## config.mk

```make
export PLATFORM = sky130hd
export DESIGN_NAME = reg_bank
export DESIGN_NICKNAME = d
export VERILOG_FILES = /design/src/rtl/reg_bank.sv
export SDC_FILE = /design/constraint.sdc
export NUM_CORES = 2
export LEC_CHECK = 0
export CAP_MARGIN = 25
export CORE_UTILIZATION = 33
export CTS_CLUSTER_SIZE = 16
export DETAILED_ROUTE_END_ITERATION = 10
export DONT_BUFFER_PORTS = 1
export PLACE_DENSITY = 0.53
export SETUP_SLACK_MARGIN = 0.15
export SLEW_MARGIN = 20
export SYNTH_ARGS = -nofsm -noshare
export SYNTH_HDL_FRONTEND = slang
export SYNTH_SLANG_ARGS = --single-unit
```

## constraint.sdc

```tcl
create_clock -name clk -period 46.1 [get_ports clk]
set_clock_uncertainty 0.15 [all_clocks]
set_input_delay 11.525 -clock clk [delete_from_list [all_inputs] [get_ports clk]]
set_output_delay 11.525 -clock clk [all_outputs]
set_load 0.02 [all_outputs]
```

## src/rtl/reg_bank.sv

```systemverilog
// reg_bank: 32-entry general-purpose register bank.
// It has one write port and two registered read ports (operands A and B).
// Entry 0 is hard-wired to zero. Entry SP_INDEX resets to SP_RESET.
// Optional macro REG_BANK_BYPASS_EN: when defined, a read that lands on the
// same edge as a write to the same nonzero index returns the value being
// written instead of the old storage contents.
module reg_bank #(
    parameter int          DATA_W   = 32,
    parameter int          SP_INDEX = 29,
    parameter int unsigned SP_RESET = 227
) (
    input  logic              clk,
    input  logic              reset,
    input  logic              regWrite,
    input  logic [4:0]        writeReg,
    input  logic [DATA_W-1:0] writeData,
    input  logic [4:0]        readReg1,
    input  logic [4:0]        readReg2,
    input  logic              abLoad,
    output logic [DATA_W-1:0] readData1,
    output logic [DATA_W-1:0] readData2
);

    localparam int NUM_REGS = 32;

    // Register file storage. Entry 0 is never written, so it stays at its reset value of 0.
    logic [DATA_W-1:0] regs [NUM_REGS];

    // Values that the output registers capture on the next abLoad edge.
    logic [DATA_W-1:0] rdVal1;
    logic [DATA_W-1:0] rdVal2;

    // A write is effective only when it is enabled and targets a nonzero index.
    logic writeEn;
    assign writeEn = regWrite && (writeReg != 5'd0);

    // Storage update: asynchronous reset loads the reset image; otherwise perform the gated write.
    always_ff @(posedge clk or posedge reset) begin
        if (reset) begin
            for (int i = 0; i < NUM_REGS; i++) begin
                if (i == SP_INDEX) begin
                    regs[i] <= DATA_W'(SP_RESET);
                end else begin
                    regs[i] <= '0;
                end
            end
        end else if (writeEn) begin
            regs[writeReg] <= writeData;
        end
    end

    // Read-side selection: index 0 forces zero, and same-edge bypass applies when it is enabled.
    always_comb begin
        rdVal1 = '0;
        rdVal2 = '0;
        if (readReg1 != 5'd0) begin
            rdVal1 = regs[readReg1];
        end
        if (readReg2 != 5'd0) begin
            rdVal2 = regs[readReg2];
        end
`ifdef REG_BANK_BYPASS_EN
        if (writeEn && (readReg1 == writeReg)) begin
            rdVal1 = writeData;
        end
        if (writeEn && (readReg2 == writeReg)) begin
            rdVal2 = writeData;
        end
`endif
    end

    // Operand output registers: clear on reset, load on abLoad, otherwise hold.
    always_ff @(posedge clk or posedge reset) begin
        if (reset) begin
            readData1 <= '0;
            readData2 <= '0;
        end else if (abLoad) begin
            readData1 <= rdVal1;
            readData2 <= rdVal2;
        end
    end

endmodule

```

[Word level (Yosys, flattened, before mapping)]
Index checks and enable logic that the tools add are counted.
Storage, ports and cells
  output and inout port bits: 64
  flip-flop bits (word level): 1088
  latch bits: 0
  logic and storage cells: 57
  RAM bits: 0
  memories kept: 0
  memory bits (read-only): 0
Cells by class
  bitwise logic cells: 3
  multiplexer cells: 11
  add/sub/neg operators: 0
  multiply operators: 0
  divide/modulo/power cells: 0
  order comparisons: 4
  reductions and logical operators: 5
  eq/ne operators: 0
  shift-type cells: 0
Operators by type and width (number)
  1024-bit bitwise mux: 1
  32-bit binary-select mux with 5-bit select: 2
  32-bit 2-to-1 mux: 7
  32-bit demux with 5-bit select: 1
  6-bit >= comparator, second input constant: 3
  5-bit inverter with 6-bit output: 3
  5-bit nonzero test: 3
  6-bit by 1-bit less-than comparator with 1-bit output, second input constant: 1
  1-bit logical AND: 2

[Depth between registers and ports, before layout]
  depth after elaboration: 6
  gate-level depth with buffers: 9
  depth with buffers taken out: 4

[Worst setup path after synthesis]
Ideal clock, no wire load.
  path kind: input -> register
  from: input port readReg1[1]
  to: register readData1[0]
  setup slack: 32.596 ns
  data arrival time: 13.216 ns
  data required time: 45.812 ns
  cell stages on the path: 8
  buffers on the path: 4
  cell sequence: buf_2 buf_2 buf_4 clkbuf_1 mux2i_1 o211ai_1 a2111oi_0 a21oi_1
On the way
  word-level cells in the longest chain between the ends: 5
  elaborated cells between the ends (all ways): 6
  classes of those cells: 4 x mux; 1 x bitwise; 1 x reduce/logical
Ends and longest elaborated chain
  start: declaration: RTL line 17  | input logic [4:0] readReg1,
  5-bit inverter with 6-bit output (implied by the code): RTL line 57  | rdVal1 = regs[readReg1];
  32-bit binary-select mux with 5-bit select: RTL line 57
  32-bit 2-to-1 mux (implied by the code) (2 in a row): RTL line 57
  32-bit 2-to-1 mux (*): RTL line 56  | if (readReg1 != 5'd0) begin
  end signal: assignment: RTL line 78  | readData1 <= rdVal1;
  end: declaration: RTL line 20  | output logic [DATA_W-1:0] readData1,
Every way passes the cells marked *; elsewhere a longest branch is shown, timed or not. The select of a mux whose other input is x is not followed.
A chain may end at the register's enable or synchronous reset.

==> reports/metrics.cfg <==
[outcome]
status = finished, violations left
failed_checks = max-slew violations

[detailed_routing]
avgViaCountPerCell = 5.828
dr.pass1.iters = 5
wire_per_inst_um = 30.86
drc = 0
ant_nets = 0
wl_mm = 186.9
vias = 35310
drtIter0Drc = 2695

[finish]
layout-drive-gt1-share_pct = 44.13
syn_to_final_growth_pct = 10.04
fin_nets = 3795
fillCellCount = 16110

[synth]
yosysMostFrequentCell = dfrtp_1
synth_fp_nets = 4054
ys_ff_latch = 1088
syn_avg_cell_area_um2 = 14.15
ys_warn_count = 0
synth_area_leaders = dfrtp_1 (48%), mux2_2 (21%), mux4_2 (13%)
syn_inst = 4003
yosys.area.top_type_share_pct = 47.85
synth.cell_area_um2 = 56640
synth_common_cells = dfrtp_1 (1083), mux2_2 (1056), mux2i_1 (378)
ys_types = 38
synthArstFlopShare_pct = 100.0
seq_area_frac_synth_pct = 48.08
synth_area_leader_cell = dfrtp_1
synth_edf_count = 0
synth_flop_cell = dfrtp_1

[global_route]
grt_max_degree = 349
top_usage_layer = met2
grt_use_met3_pct = 2.593
use_met1_pct = 27.58
antenna_found_initial = 5
track_usage_pct = 21.56
grt_pass1_vias = 36710
grt_pass1_wl_mm = 273.1
use_met2_pct = 37.58
grt_overflow = 0

[worst_setup_path]
crit_top_cell = buf_4
worstPathRequired_ns = 46.73
crit_chain = inv_8, buf_4, buf_4, buf_4, buf_4
cp_slowest_cell = buf_4
cp-start-kind = input pin
path_class = in2async
endpoint_kind = asynchronous set/reset pin
arrival_ns = 15.23
slowest_delay_ns = 0.78
critPathMaxFanout = 125

[placed_design]
place_congestion = 0.7706
port_buffers = 0
hpwl_mm = 100.1
post-place-ws_ns = 30.57

[clock_tree]
cts_buffers = 116
cts_tree = done
worstSkewPairLatency_ns = 0.73
cts_hold_buf = 0
ctsResizeCount = 0
cts_sinks = 1088
max-clock-path-buffers = 3
postCtsSetupBuffers = 0
clk_pin_slew_ns = 0.06
cts.htree.levels = 3
root_buffer = clkbuf_16

[sta]
fin_crit_ns = 14.60
layout_setup_ws_ns = 31.50
rsz0062_at_grt = false
setup_tns_ns = 0
slew-limit-headroom_pct = -12.45
report.final.hold_viol_count = 0
worst_slew_pin_slew_ns = 1.687
period_share_pct = 31.67
drv_slew = 65
fmax_mhz = 68.49
setup-violations-final = 0

[floorplanning]
start_util_pct = 33.35
die_h_um = 416.3
io_pins = 115
coreArea_um2 = 169800
die_x_um = 416.3
dieArea_um2 = 173300
rows = 151

[power]
powerDensity_nw_per_um2 = 43.37
peakVddDrop_mv = 0.03072
power_leakage_nw = 26.80

[job]
maxCapViolCount = 0

[hold_path]
hold_class = reg2reg

## critical path: cells and delay by family
family / cells / cell delay [ns]
buffers and inverters: 5 / 3.46
## final cells by class
| cell class | instances | area (um^2) | share of cell area (%) |
|---|---|---|---|
| tap | 2218 | 2775 | 4.453 |
| clock inverter | 40 | 432.9 | 0.6946 |
| clock buffer | 173 | 3573 | 5.733 |
| inverter | 3 | 18.77 | 0.03011 |
| timing repair buffer | 61 | 519.2 | 0.8331 |
| sequential | 1088 | 27230 | 43.69 |
| multi-input combinational | 2474 | 27770 | 44.56 |
| antenna | 1 | 2.502 | 0.004015 |
## placed cells by master, fill, tap and decap left out, types with 3 or more instances in the layout
cell | synthesis | routed
a2111oi_0 | 66 | 66
a21oi_1 | 62 | 62
a22o_1 | 60 | 60
buf_12 | 0 | 3
buf_4 | 21 | 56
bufinv_16 | 0 | 9
clkbuf_1 | 277 | 17
clkbuf_16 | 0 | 121
clkbuf_8 | 0 | 35
clkinv_2 | 0 | 28
clkinvlp_4 | 0 | 3
dfrtp_1 | 1083 | 1083
dfstp_2 | 5 | 5
mux2_2 | 1056 | 1056
mux2i_1 | 378 | 378
mux4_2 | 324 | 324
nand2_2 | 0 | 11
nand2_4 | 0 | 4
nand2b_1 | 66 | 66
nand3b_1 | 10 | 10
nor2_1 | 143 | 127
nor2_4 | 0 | 16
nor3_1 | 5 | 5
nor3b_1 | 4 | 4
nor4_1 | 4 | 4
o211ai_1 | 62 | 62
o22ai_1 | 124 | 124
or3b_4 | 0 | 4
or4_1 | 64 | 64
## path summary, 6_finish.rpt
| kind | startpoint | end | slack [ns] | cells past startpoint |
|---|---|---|---|---|
| min in group asynchronous | reset | regs[807] | 10.66 | 1 |
| setup reg to reg | regs[529] | readData2[17] | 43.69 | 4 |
| max in group clk | readReg1[1] | readData1[15] | 32.44 | 5 |
| hold reg to reg | regs[994] | regs[994] | 0.25 | 0 |
| setup / recovery | reset | regs[1021] | 31.50 | 5 |
| hold / removal | regs[994] | regs[994] | 0.25 | 0 |
## registers in the layout (all words and copies together), names as in the netlist
name,count
regs,1024
readData1,32
readData2,32
## metal layers
layer  vias up  part of all wire, %
met3       261                  4.4
li1      14790                    -
met4         0                  3.2
met5         -                    0
met2       906                   51
met1     19350                   42
## where the power goes
part / switching [W] / leakage (nW) / internal (W) / total [W]
Combinational: 0.000153 / 10.8 / 0.000289 / 0.000442
Clock: 0.000405 / 2.00 / 0.000582 / 0.000987
Sequential: 0.000142 / 14.0 / 0.00113 / 0.00128
## cell families (layout without fill, tap and decap cells)
logic type	after synthesis	after routing	synth area share, %
AND/OR/NAND/NOR	334	334	3.188
multiplexers	1758	1758	40.56
AO/OA/AOI/OAI	382	382	4.793
buffers and inverters	441	277	3.384
flip-flops	1088	1088	48.08
other	0	1	0
## stage by stage
stage	total power (W)	area, um^2	utilization (%)	instances	hold slack [ns]
finish	0.002703	62330	36.70	6058	0.2501
global route	0.002818	62330	36.70	6058	0.2625
CTS	0.002722	62290	36.68	6056	0.2518
detailed placement	0.001729	58290	34.32	5843	0.2376
global placement	0.001711	58290	34.32	5843	0.2340
floorplan	0.001646	56640	-	4003	0.2988
Note: power is estimated with default switching activity, not from simulation.
